===== config.mk =====
export PLATFORM = sky130hd
export DESIGN_NAME = sync_fifo_prog
export DESIGN_NICKNAME = d
export VERILOG_FILES = /design/src/rtl/sync_fifo_pkg.sv /design/src/rtl/sync_fifo_ram.sv /design/src/rtl/sync_fifo_prog.sv
export SDC_FILE = /design/constraint.sdc
export NUM_CORES = 1
export LEC_CHECK = 0
export ABC_AREA = 1
export CAP_MARGIN = 20
export CORE_MARGIN = 4
export CORE_UTILIZATION = 30
export DETAILED_ROUTE_END_ITERATION = 12
export HOLD_SLACK_MARGIN = 0.12
export PLACE_DENSITY = 0.44
export SLEW_MARGIN = 10
export SYNTH_ARGS = -nofsm -noshare
export SYNTH_HDL_FRONTEND = slang
export SYNTH_SLANG_ARGS = --single-unit

===== constraint.sdc =====
create_clock -name clk -period 6.49 [get_ports clk]
set_input_delay 0.9735 -clock clk [delete_from_list [all_inputs] [get_ports clk]]
set_output_delay 0.9735 -clock clk [all_outputs]
set_load 0.1 [all_outputs]

===== src/rtl/sync_fifo_pkg.sv =====
// ---------------------------------------------------------------------------
// sync_fifo_pkg
// Shared constants, types and helper functions for the single-clock
// programmable FIFO (sync_fifo_prog) and its storage (sync_fifo_ram).
//   FIFO_MIN_DEPTH     smallest legal DEPTH
//   FIFO_DEFAULT_DEPTH depth used for the package-level level_t
//   level_width()      bits needed to hold 0..depth (pointer / level width)
//   is_pow2()          elaboration-time legality check for DEPTH
//   level_t            occupancy type for a default-depth FIFO
//   fifo_op_e          per-edge accepted operation (write / read / both)
// ---------------------------------------------------------------------------
package sync_fifo_pkg;

    localparam int FIFO_MIN_DEPTH     = 4;
    localparam int FIFO_DEFAULT_DEPTH = 16;

    // Pointers and level carry one extra bit so that DEPTH itself is
    // representable and full can be told apart from empty.
    function automatic int level_width(input int depth);
        return $clog2(depth) + 1;
    endfunction

    function automatic bit is_pow2(input int value);
        return (value > 0) && ((value & (value - 1)) == 0);
    endfunction

    typedef logic [level_width(FIFO_DEFAULT_DEPTH)-1:0] level_t;

    // Encoded as {read accepted, write accepted}.
    typedef enum logic [1:0] {
        OP_IDLE  = 2'b00,
        OP_WRITE = 2'b01,
        OP_READ  = 2'b10,
        OP_BOTH  = 2'b11
    } fifo_op_e;

endpackage


===== src/rtl/sync_fifo_ram.sv =====
// ---------------------------------------------------------------------------
// sync_fifo_ram
// Simple dual-port storage for sync_fifo_prog: one write port and one
// registered read port, both on clk. The array itself is never reset; only
// the read data register returns to zero on rst.
// A read of the address being written in the same cycle returns the new
// write data (write-first); the FIFO relies on this when a word is written
// straight into the head position.
// Ports:
//   clk    in   clock
//   rst    in   asynchronous active-high reset (read register only)
//   we     in   write enable
//   waddr  in   write address
//   wdata  in   write data
//   re     in   read enable; rdata holds when low
//   raddr  in   read address
//   rdata  out  registered read data
// ---------------------------------------------------------------------------
module sync_fifo_ram #(
    parameter int DEPTH      = 16,
    parameter int DATA_WIDTH = 8,
    parameter int ADDR_WIDTH = $clog2(DEPTH)
) (
    input  logic                  clk,
    input  logic                  rst,
    input  logic                  we,
    input  logic [ADDR_WIDTH-1:0] waddr,
    input  logic [DATA_WIDTH-1:0] wdata,
    input  logic                  re,
    input  logic [ADDR_WIDTH-1:0] raddr,
    output logic [DATA_WIDTH-1:0] rdata
);

    logic [DATA_WIDTH-1:0] mem [DEPTH];
    logic [DATA_WIDTH-1:0] rdata_reg;

    always_ff @(posedge clk) begin
        if (we) begin
            mem[waddr] <= wdata;
        end
    end

    always_ff @(posedge clk or posedge rst) begin
        if (rst) begin
            rdata_reg <= '0;
        end else if (re) begin
            if (we && (waddr == raddr)) begin
                rdata_reg <= wdata;
            end else begin
                rdata_reg <= mem[raddr];
            end
        end
    end

    assign rdata = rdata_reg;

endmodule


===== src/rtl/sync_fifo_prog.sv =====
// ---------------------------------------------------------------------------
// sync_fifo_prog
// Single-clock FIFO with programmable almost-full / almost-empty thresholds,
// occupancy level, sticky overflow / underflow flags and synchronous clear.
// All status outputs are registered and describe the state after the edge.
//
// Build option: define SYNC_FIFO_FWFT_EN for first-word-fall-through; the
// head word is then shown on data_read whenever rempty=0 and read_enable
// pops it. Without it, data_read loads the head word on the accepting read
// edge and holds otherwise.
//
// Ports:
//   clk           in   clock
//   rst           in   asynchronous active-high reset
//   clear         in   synchronous flush (wins over same-cycle read/write)
//   write_enable  in   write request
//   data_write    in   write data
//   read_enable   in   read request
//   data_read     out  read data
//   af_thresh     in   almost-full threshold  (almost_full  = level >= af)
//   ae_thresh     in   almost-empty threshold (almost_empty = level <= ae)
//   wfull         out  level == DEPTH
//   rempty        out  no word available
//   almost_full   out  see af_thresh
//   almost_empty  out  see ae_thresh
//   level         out  words held, 0..DEPTH
//   overflow      out  sticky: write_enable while wfull
//   underflow     out  sticky: read_enable while rempty
// ---------------------------------------------------------------------------
module sync_fifo_prog
    import sync_fifo_pkg::*;
#(
    parameter int DEPTH      = 16,
    parameter int DATA_WIDTH = 8,
    parameter int PTR_WIDTH  = $clog2(DEPTH)
) (
    input  logic                  clk,
    input  logic                  rst,
    input  logic                  clear,
    input  logic                  write_enable,
    input  logic [DATA_WIDTH-1:0] data_write,
    input  logic                  read_enable,
    output logic [DATA_WIDTH-1:0] data_read,
    input  logic [PTR_WIDTH:0]    af_thresh,
    input  logic [PTR_WIDTH:0]    ae_thresh,
    output logic                  wfull,
    output logic                  rempty,
    output logic                  almost_full,
    output logic                  almost_empty,
    output logic [PTR_WIDTH:0]    level,
    output logic                  overflow,
    output logic                  underflow
);

    generate
        if ((DEPTH < FIFO_MIN_DEPTH) || !is_pow2(DEPTH) ||
            (PTR_WIDTH + 1 != level_width(DEPTH))) begin : g_bad_cfg
            $error("sync_fifo_prog: DEPTH must be a power of 2 >= 4 and PTR_WIDTH = clog2(DEPTH)");
        end
    endgenerate

    typedef logic [PTR_WIDTH:0] ptr_t;

    ptr_t     wptr_reg, wptr_next;
    ptr_t     rptr_reg, rptr_next;
    ptr_t     level_reg, level_next;
    logic     wfull_reg, rempty_reg;
    logic     almost_full_reg, almost_empty_reg;
    logic     overflow_reg, underflow_reg;
    logic     wfull_next, rempty_next;
    logic     wr_accept, rd_accept;
    fifo_op_e op;

    logic                  ram_re;
    logic [PTR_WIDTH-1:0]  ram_raddr;
    logic [DATA_WIDTH-1:0] ram_rdata;

    always_comb begin
        // Flags are registered, so acceptance uses the pre-edge state: a full
        // FIFO refuses a write even when a read frees a slot on this edge.
        wr_accept = write_enable & ~wfull_reg & ~clear;
        rd_accept = read_enable & ~rempty_reg & ~clear;
        op        = fifo_op_e'({rd_accept, wr_accept});

        wptr_next = wptr_reg + ptr_t'(wr_accept);
        rptr_next = rptr_reg + ptr_t'(rd_accept);

        level_next = level_reg;
        case (op)
            OP_WRITE: level_next = level_reg + ptr_t'(1);
            OP_READ:  level_next = level_reg - ptr_t'(1);
            default:  level_next = level_reg;
        endcase

        // Same address with differing wrap bits means the writer is a whole
        // lap ahead of the reader.
        wfull_next  = (wptr_next[PTR_WIDTH-1:0] == rptr_next[PTR_WIDTH-1:0]) &&
                      (wptr_next[PTR_WIDTH] != rptr_next[PTR_WIDTH]);
        rempty_next = (wptr_next == rptr_next);
    end

    always_ff @(posedge clk or posedge rst) begin
        if (rst) begin
            wptr_reg         <= '0;
            rptr_reg         <= '0;
            level_reg        <= '0;
            wfull_reg        <= 1'b0;
            rempty_reg       <= 1'b1;
            almost_full_reg  <= 1'b0;
            almost_empty_reg <= 1'b1;
            overflow_reg     <= 1'b0;
            underflow_reg    <= 1'b0;
        end else if (clear) begin
            wptr_reg         <= '0;
            rptr_reg         <= '0;
            level_reg        <= '0;
            wfull_reg        <= 1'b0;
            rempty_reg       <= 1'b1;
            almost_full_reg  <= 1'b0;
            almost_empty_reg <= 1'b1;
            overflow_reg     <= 1'b0;
            underflow_reg    <= 1'b0;
        end else begin
            wptr_reg         <= wptr_next;
            rptr_reg         <= rptr_next;
            level_reg        <= level_next;
            wfull_reg        <= wfull_next;
            rempty_reg       <= rempty_next;
            // af_thresh = 0 and ae_thresh >= DEPTH fall out of these compares
            // as constant-true flags without special casing.
            almost_full_reg  <= (level_next >= af_thresh);
            almost_empty_reg <= (level_next <= ae_thresh);
            overflow_reg     <= overflow_reg | (write_enable & wfull_reg);
            underflow_reg    <= underflow_reg | (read_enable & rempty_reg);
        end
    end

`ifdef SYNC_FIFO_FWFT_EN
    // The RAM read register doubles as the output stage: it is reloaded every
    // edge from the post-edge head address, so it always holds mem[rptr].
    // A write landing on that address (write into empty, or read+write at
    // level 1) is forwarded by the RAM's write-first read. Clear freezes it.
    assign ram_re    = ~clear;
    assign ram_raddr = rptr_next[PTR_WIDTH-1:0];
`else
    // Standard mode: fetch only on an accepted read, hold otherwise.
    assign ram_re    = rd_accept;
    assign ram_raddr = rptr_reg[PTR_WIDTH-1:0];
`endif

    sync_fifo_ram #(
        .DEPTH      (DEPTH),
        .DATA_WIDTH (DATA_WIDTH),
        .ADDR_WIDTH (PTR_WIDTH)
    ) u_ram (
        .clk   (clk),
        .rst   (rst),
        .we    (wr_accept),
        .waddr (wptr_reg[PTR_WIDTH-1:0]),
        .wdata (data_write),
        .re    (ram_re),
        .raddr (ram_raddr),
        .rdata (ram_rdata)
    );

    assign data_read    = ram_rdata;
    assign wfull        = wfull_reg;
    assign rempty       = rempty_reg;
    assign almost_full  = almost_full_reg;
    assign almost_empty = almost_empty_reg;
    assign level        = level_reg;
    assign overflow     = overflow_reg;
    assign underflow    = underflow_reg;

endmodule

==> results of run 1 <==
-- how the worst max path moves through the flow --
stage           from     endpoint  slack (ns)  cells past startpoint
6_report       clear  almost_full        2.09                     23
3_5_place_dp   clear  almost_full        1.66                     23
2_1_floorplan  clear  almost_full        3.13                     22
4_1_cts        clear  almost_full        2.11                     23
3_3_place_gp   clear  almost_full        1.81                     23
5_1_grt        clear  almost_full        1.75                     23
-- Yosys cell counts (all sizes together) --
cell type,number,area [µm²]
o221ai,2,17.5
edfxtp,128,3840
dfrtp,27,676
a21oi,9,45.0
ha,17,213
nor2,59,234
nor3b,1,18.8
o22ai,1,6.26
xor2,8,70.1
a21boi,1,7.51
inv,102,383
clkbuf,8,30.0
o21ai,4,27.5
o211ai,1,7.51
nand4,4,25.0
nand3,101,518
buf,21,134
nand2,259,977
xnor2,5,43.8
dfstp,2,52.6
-- worst min-delay path, delay by kind of cell (launching register included) --
family | cells | cell delay, ns
AND/OR/NAND/NOR | 2 | 0.10
flip-flops | 1 | 0.35
-- kinds of logic after synthesis --
kind of cell | synth area share
flops | 0.624
simple gates | 0.242
fa+ha+maj | 0.0290
xor+xnor | 0.0155
compound gates | 0.0152
buf+inv | 0.0746
-- per-layer routing --
metal | track usage | share of wire | vias up
li1 | - | - | 2529
met1 | 0.196 | 0.46 | 2392
met2 | 0.233 | 0.48 | 98
met3 | 0.0261 | 0.044 | 12
met4 | 0.0557 | 0.016 | 0
met5 | 0 | 0 | -
-- per-stage QoR --
stage	cell area [µm²]	power, mW	utilization	hold slack [ns]
floorplan	7330	1.47	-	0.566
global placement	8010	1.59	0.337	0.481
detailed placement	8030	1.60	0.338	0.473
CTS	8620	2.61	0.363	0.490
global route	8620	2.69	0.363	0.516
finish	8620	2.58	0.363	0.484
-- cell type report --
type,count,share of cell area
tap,319,0.0463
inverter,102,0.0444
clock inverter,14,0.0194
clock buffer,18,0.0498
sequential,157,0.530
multi-input combinational,472,0.256
timing repair buffer,46,0.0534
-- where the power goes --
group,leakage (nW),internal [mW],switching (mW)
registers,1.53,1.12,0.0201
clock network,0.288,0.605,0.406
logic,1.88,0.104,0.321
total,3.70,1.83,0.747
==> flow_summary.yaml, run 1 <==
worst_setup_path:
  crit_required_ns: 6.77
  reg2reg_slack_ns: 3.20
  path_delay_family: "buffers and inverters"
  crit_buf_inv: 5
  crit_path_cell_trace: "clkdlybuf4s50_1 -> nor2_1 -> nand2_2 -> inv_1 -> ha_1 -> inv_2 -> nand2_1 -> nand2_1 -> ha_1 -> inv_1 -> nand2_1 -> nand3_1 -> nand2_1 -> nand2_1 -> nand2_1 -> nand2_1 -> nand2_1 -> inv_1 -> ha_1 -> a21oi_1 -> o221ai_1 -> nor2_1 -> nor2_1"
  ff2ff_path_depth: 22
  cpMostUsedCell: "nand2_1"
  critPathSlowestCell: "clkdlybuf4s50_1"
  critPathMaxStageDelay_ns: 1.03
  rr_endpoint: "almost_full"
  start_kind: "primary input"
  crit_type: "in2reg"
  r2r_start: "rempty"
  end_kind: "flip-flop"
  crit_fanout: 21
  cp.arrival_ns: 4.68
timing:
  rsz0062_at_grt: "no"
  period_share: 0.677
  finalSetupViolCount: 0
  worst_pin_slew_ns: 1.01
  fin_ws_ns: 2.09
  slew_headroom: 0.322
  finalHoldViolations: 0
  drv_slew: 0
  final.setup.tns_ns: 0
  max_freq_ghz: 0.228
  fin_crit_ns: 4.40
  final.setup_skew_ns: 0.0157
detailed_routing:
  vias_per_cell: 4.46
  post_drt_wl_per_cell_um: 16.6
  vias: 5031
  wl_mm: 18.7
  drc_errors: 0
  drtIter0Drc: 296
  drt_pass1_iterations: 5
  antenna_left: 0
die:
  die_area_um2: 27000
  io_pins: 42
  die_x_um: 164
  core_area_um2: 23800
  num_rows: 56
  start_util: 0.309
  die_h_um: 164
layout:
  largest_register_ffs: 128
  nets: 836
  layout_common_cells: "257 x nand2_1, 128 x edfxtp_1, 100 x nand3_1"
  seq_area_um2: 4570
  multi_input_comb_area_um2: 2210
  antennaDiodeCount: 0
  layout_commonest_cell: "nand2_1"
  syn_to_final_growth_pct: 17.7
  fillers: 2353
  drive_gt1_frac: 0.0655
  final_cells: 1128
global_route:
  grt-ovfl-total: 0
  track_usage: 0.145
  grt_pass1_wl_mm: 29.3
  grt_pass1_vias: 5167
  grt_start_max_net_pins: 67
  antenna_found_initial: 0
min_path:
  min_to: "u_ram.rdata[2]"
  hp-class: "reg2reg"
  min-delay-start: "u_ram.rdata[2]"
  hold_depth: 2
synth:
  syn-num-nets: 800
  ys_ff_latch: 157
  avgSynthCellArea_um2: 9.64
  ys_seq_area_frac: 0.624
  syn_inst: 760
  ys_warn_count: 0
  syn-cell-area_um2: 7330
  yosysUniqueCellTypes: 29
status:
  outcome: "finished, final reports clean"
run:
  cap_viol_max_count: 0
clock_tree:
  cts_resized: 0
  ctsLongestPathBuffers: 2
  cts_tree: "yes"
  cts_root_buffer: "clkbuf_16"
  cts_htree_levels: 4
  clk_pin_slew_ns: 0.06
  ctsHoldBuffers: 0
  cts_setup_buffers: 0
  cts_buffers: 17
  clk_latency_ns: 0.43
  cts.sinks: 157
pwr:
  leakagePower_nw: 3.70
  peakVddDrop_mv: 0.141
  powerDensity_nw_per_um2: 299
placed_design:
  port_buffers: 41
  pre_cts_ws_ns: 1.66
  place.gp.congestion: 0.828
  post-dp-hpwl_mm: 11.8
  dp_cells: 1096
Power figures use the tool's default switching activity.
==> run 2: changes to the inputs <==
Clock period 6.49 ns to 4.48 ns, I/O delays scaled along.
==> run 2 against run 1 <==
Net effect: hold slack worse by 0.0040 ns; sequential cell count unchanged; non-clock buffer count up 3; clock-buffer cell count increased by 2; clock skew about the same; register-to-register slack worse by 1.6 ns; via count is 1.6% higher; sequential power grew 46%; core utilization fell by 0.15 points; critical path type unchanged.
==> flow_summary.yaml, run 2 (synthesized netlist as in run 1, its figures left out) <==
status:
  outcome: "finished, final reports clean"
min_path:
  hp-class: "reg2reg"
  min-delay-start: "u_ram.rdata[0]"
  hold_depth: 2
  min_to: "u_ram.rdata[0]"
worst_setup_path:
  crit_required_ns: 4.79
  reg2reg_slack_ns: 1.56
  start_kind: "primary input"
  critPathMaxStageDelay_ns: 0.48
  crit_path_cell_trace: "clkdlybuf4s50_1 -> nor2_1 -> nand2_2 -> inv_1 -> ha_1 -> inv_2 -> nand2_1 -> nand2_1 -> ha_1 -> inv_1 -> nand2_1 -> nand3_1 -> nand3_1 -> nand2_1 -> nand2_1 -> nand2_1 -> inv_1 -> ha_1 -> a21oi_1 -> o221ai_1 -> nor2_1 -> nor2_1"
  ff2ff_path_depth: 22
  cp.arrival_ns: 3.52
  critPathSlowestCell: "clkdlybuf4s50_1"
  crit_type: "in2reg"
  r2r_start: "rempty"
  cpMostUsedCell: "nand2_1"
  end_kind: "flip-flop"
  rr_endpoint: "almost_full"
  crit_fanout: 5
timing:
  slew_headroom: 0.343
  rsz0062_at_grt: "no"
  fin_crit_ns: 3.21
  drv_slew: 0
  period_share: 0.716
  final.setup.tns_ns: 0
  final.setup_skew_ns: 0.0157
  hold_ws_ns: 0.480
  max_freq_ghz: 0.312
  worst_pin_slew_ns: 0.982
  finalSetupViolCount: 0
  finalHoldViolations: 0
clock_tree:
  cts_htree_levels: 4
  cts_buffers: 17
  cts_setup_buffers: 0
  ctsHoldBuffers: 0
  cts_tree: "yes"
  ctsLongestPathBuffers: 2
  cts.sinks: 157
  clk_latency_ns: 0.43
  cts_resized: 0
  clk_pin_slew_ns: 0.06
  cts_root_buffer: "clkbuf_16"
placed_design:
  post-dp-hpwl_mm: 11.8
  place.gp.congestion: 0.764
  port_buffers: 41
global_route:
  antenna_found_initial: 0
  track_usage: 0.148
  grt_pass1_wl_mm: 29.9
  grt_start_max_net_pins: 67
  grt-ovfl-total: 0
  grt_pass1_vias: 5255
layout:
  syn_to_final_growth_pct: 17.2
  fillers: 2367
  nets: 839
  drive_gt1_frac: 0.0653
  multi_input_comb_area_um2: 2210
  layout_common_cells: "257 x nand2_1, 128 x edfxtp_1, 100 x nand3_1"
  seq_area_um2: 4570
  antennaDiodeCount: 0
  layout_commonest_cell: "nand2_1"
  largest_register_ffs: 128
detailed_routing:
  antenna_left: 0
  drc_errors: 0
  drt_pass1_iterations: 5
  post_drt_wl_per_cell_um: 16.7
  drtIter0Drc: 337
  vias_per_cell: 4.52
  vias: 5114
  wl_mm: 18.9
die:
  die_area_um2: 27000
  num_rows: 56
  io_pins: 42
  core_area_um2: 23800
  start_util: 0.309
  die_h_um: 164
  die_x_um: 164
pwr:
  leakagePower_nw: 3.68
  powerDensity_nw_per_um2: 424
  peakVddDrop_mv: 0.210
run:
  cap_viol_max_count: 0
==> run 2: changes by cell type in the layout (fill, tap and decap cells not counted) <==
cell	previous run	this run
buf_4	4	8
clkinv_2	3	0
bufinv_16	3	1
clkbuf_1	1	3
clkinv_4	3	5
buf_12	1	0
clkinv_1	1	2
==> run 2: final cells by class <==
type | instances | share of cell area
sequential | 157 | 0.533
clock buffer | 20 | 0.0509
clock inverter | 12 | 0.0133
inverter | 102 | 0.0446
multi-input combinational | 472 | 0.257
tap | 319 | 0.0465
timing repair buffer | 49 | 0.0548
==> run 2: per-stage QoR <==
stage / std cells / util / worst slack [ns] / instance area (µm²) / power [mW]
after global routing: 1131 / 0.362 / 0.896 / 8590 / 3.78
after global placement: 1099 / 0.338 / 0.995 / 8040 / 2.30
after detailed placement: 1099 / 0.338 / 0.846 / 8040 / 2.31
final: 1131 / 0.362 / 1.27 / 8590 / 3.64
after CTS: 1131 / 0.362 / 1.29 / 8590 / 3.68
after floorplan: 760 / - / 1.20 / 7330 / 2.13
==> run 2: worst max-delay path by stage <==
stage           start     endpoint  slack (ns)
6_report        clear  almost_full        1.27
4_1_cts         clear  almost_full        1.29
3_3_place_gp    clear  almost_full         1.0
3_5_place_dp    clear  almost_full        0.85
5_1_grt         clear  almost_full        0.90
2_1_floorplan  rempty  almost_full        1.20
==> run 2: worst max-delay path, delay by kind of cell <==
kind,cells,cell delay [ns]
buffers and inverters,5,0.80
AOI/OAI and AO/OA,2,0.29
and+or+nand+nor,12,1.00
adders and majority gates,3,0.77
==> run 2: per-layer routing <==
| metal | part of all wire | up-vias | GRT usage |
|---|---|---|---|
| li1 | - | 2530 | - |
| met1 | 0.47 | 2454 | 0.195 |
| met2 | 0.47 | 107 | 0.242 |
| met3 | 0.039 | 23 | 0.0349 |
| met4 | 0.018 | 0 | 0.0450 |
| met5 | 0 | - | 0 |
==> run 2: report_power, final <==
group | total (mW) | switching (mW) | internal [mW]
Clock | 1.36 | 0.597 | 0.768
Combinational | 0.620 | 0.469 | 0.151
Sequential | 1.66 | 0.0281 | 1.63
Total | 3.64 | 1.09 | 2.55
==> run 3: changes to the inputs <==
Settings changed: PLACE_DENSITY 0.44 to 0.45.
Clock period 4.48 ns to 2.6 ns, I/O delays scaled along.
==> run 3 against run 2 <==
Net effect: wire length decreased by 2.0%; global-route usage decreased by 0.17 points; final cell count increased by 4.1%; clock power increased by 79%; register-to-register slack got worse by 1.6 ns; non-clock buffer count increased by 46; the flow now finishes with violations (setup timing); critical path type is now reg2reg; sequential share of layout area decreased by 2.4 points; largest cell class unchanged; sequential power increased by 72%; die area unchanged.
==> flow_summary.yaml, run 3 (synthesized netlist as in run 1, its figures left out) <==
die:
  die_x_um: 164
  num_rows: 56
  start_util: 0.309
  die_area_um2: 27000
  core_area_um2: 23800
  die_h_um: 164
  io_pins: 42
pwr:
  p_clk_frac: 0.382
  pwr-share-comb: 0.172
  p_sw_mw: 1.83
  p_int_mw: 4.57
  peakVddDrop_mv: 0.401
  powerDensity_nw_per_um2: 710
  leakagePower_nw: 3.97
  p_seq_frac: 0.446
  swShare: 0.286
worst_setup_path:
  start_kind: "flip-flop"
  rr_endpoint: "almost_full"
  r2r_start: "wfull"
  critPathSlowestCell: "dfrtp_4"
  cpMostUsedCell: "nand2_1"
  crit_fanout: 3
  crit_buf_inv: 2
  cp.depth: 15
  crit_path_cell_trace: "nor3b_4 -> inv_2 -> ha_4 -> nand2_1 -> nand2_1 -> ha_1 -> inv_1 -> nand2_2 -> o21ai_0 -> nand2_1 -> ha_1 -> a21oi_1 -> o221ai_1 -> nor2_1 -> nor2_1"
  critPathMaxStageDelay_ns: 0.49
  end_kind: "flip-flop"
  reg2reg_slack_ns: -0.02
  path_delay_family: "simple AND/OR/NAND/NOR gates"
  ff2ff_path_depth: 15
  cp.arrival_ns: 2.93
  crit_type: "reg2reg"
  cp-startpoint: "wfull"
  crit_required_ns: 2.91
clock_tree:
  cts_root_buffer: "clkbuf_16"
  cts.sinks: 157
  clk_latency_ns: 0.43
  cts_buffers: 17
  clk_pin_slew_ns: 0.06
  cts_tree: "yes"
  ctsHoldBuffers: 0
  cts_htree_levels: 4
  ctsLongestPathBuffers: 2
detailed_routing:
  drtIter0Drc: 308
  post_drt_wl_per_cell_um: 15.7
  drc_errors: 0
  vias_per_cell: 4.34
  vias: 5113
  drt_pass1_iterations: 5
  wl_mm: 18.5
  antenna_left: 0
timing:
  slew_headroom: 0.475
  fin_crit_ns: 2.62
  rsz0062_at_grt: "yes"
  max_freq_ghz: 0.382
  finalSetupViolCount: 1
  period_share: 1.01
  fin_ws_ns: -0.0190
  worst_pin_slew_ns: 0.785
  final.setup_skew_ns: 0.0166
  finalHoldViolations: 0
  drv_slew: 0
global_route:
  grt_pass1_wl_mm: 29.3
  track_usage: 0.146
  grt-ovfl-total: 0
  met3_usage: 0.0294
  antenna_found_initial: 0
  grt_start_max_net_pins: 35
  grt_pass1_vias: 5187
  grt-busiest-layer: "met2"
  use_met1: 0.210
  use_met2: 0.226
placed_design:
  pre_cts_ws_ns: -0.525
  post-dp-hpwl_mm: 12.3
  port_buffers: 41
  place.gp.congestion: 0.808
layout:
  antennaDiodeCount: 0
  syn_to_final_growth_pct: 22.9
  postLayoutCoreUtil: 0.379
  fillers: 2386
  layout_common_cells: "253 x nand2_1, 128 x edfxtp_1, 99 x nand3_1"
  drive_gt1_frac: 0.155
  nets: 885
  largest_register_ffs: 128
  layout_commonest_cell: "nand2_1"
run:
  cap_viol_max_count: 0
status:
  outcome: "complete, but fails checks"
  violations: "setup timing"
min_path:
  hp-class: "in2async"
==> run 3: timing repair <==
action,4_1_cts,5_1_grt
pin swaps,1,6
resized for setup,3,4
endpoints found under the setup margin,2,2
buffers inserted,2,0
endpoints found under the hold margin,0,0
==> run 3: routing by layer <==
| metal | part of all wire | wire [µm] |
|---|---|---|
| met3 | 0.026 | 485 |
| met1 | 0.49 | 9150 |
| met2 | 0.47 | 8690 |
| met4 | 0.011 | 207 |
| met5 | 0 | 0 |
==> run 3: worst max path at each step <==
stage | endpoint
after floorplan | almost_full
after global placement | almost_full
after detailed placement | almost_empty
after CTS | almost_full
after global routing | almost_full
final | almost_full
==> run 3: stage by stage <==
step | instance area, µm² | hold slack, ns | power, mW | TNS (ns) | instances
final | 9000 | 0.348 | 6.40 | -0.0190 | 1177
after global placement | 8390 | 0.471 | 4.02 | -0.948 | 1143
after CTS | 8990 | 0.352 | 6.46 | 0 | 1177
after floorplan | 7400 | 0.467 | 3.68 | -0.531 | 760
after detailed placement | 8390 | 0.471 | 4.02 | -1.03 | 1143
after global routing | 9000 | 0.408 | 6.66 | -0.506 | 1177
==> run 3: power groups by stage <==
stage                     logic, mW  registers, mW  clock network (mW)
after floorplan               0.303           3.38                   0
after detailed placement       1.11           2.91                   0
after global routing           1.19           2.86                2.61
final                          1.10           2.86                2.44
after CTS                      1.12           2.86                2.49
after global placement         1.11           2.91                   0
==> run 3: worst reg2reg max path, cell delays in order (launching register included) <==
cell,delay [ns]
dfrtp_4,0.49
nor3b_4,0.23
inv_2,0.08
ha_4,0.17
nand2_1,0.06
nand2_1,0.06
ha_1,0.18
inv_1,0.06
nand2_2,0.07
o21ai_0,0.21
nand2_1,0.12
ha_1,0.33
a21oi_1,0.15
o221ai_1,0.14
nor2_1,0.12
nor2_1,0.05
==> run 3: cell type report <==
cell class,instances,area (µm²),share of cell area
Sequential cell,157,4580,0.509
Multi-Input combinational cell,472,2280,0.254
Timing Repair Buffer,95,779,0.0866
Clock buffer,26,522,0.0579
Tap cell,319,399,0.0443
Inverter,102,383,0.0425
Clock inverter,6,57.6,0.00639
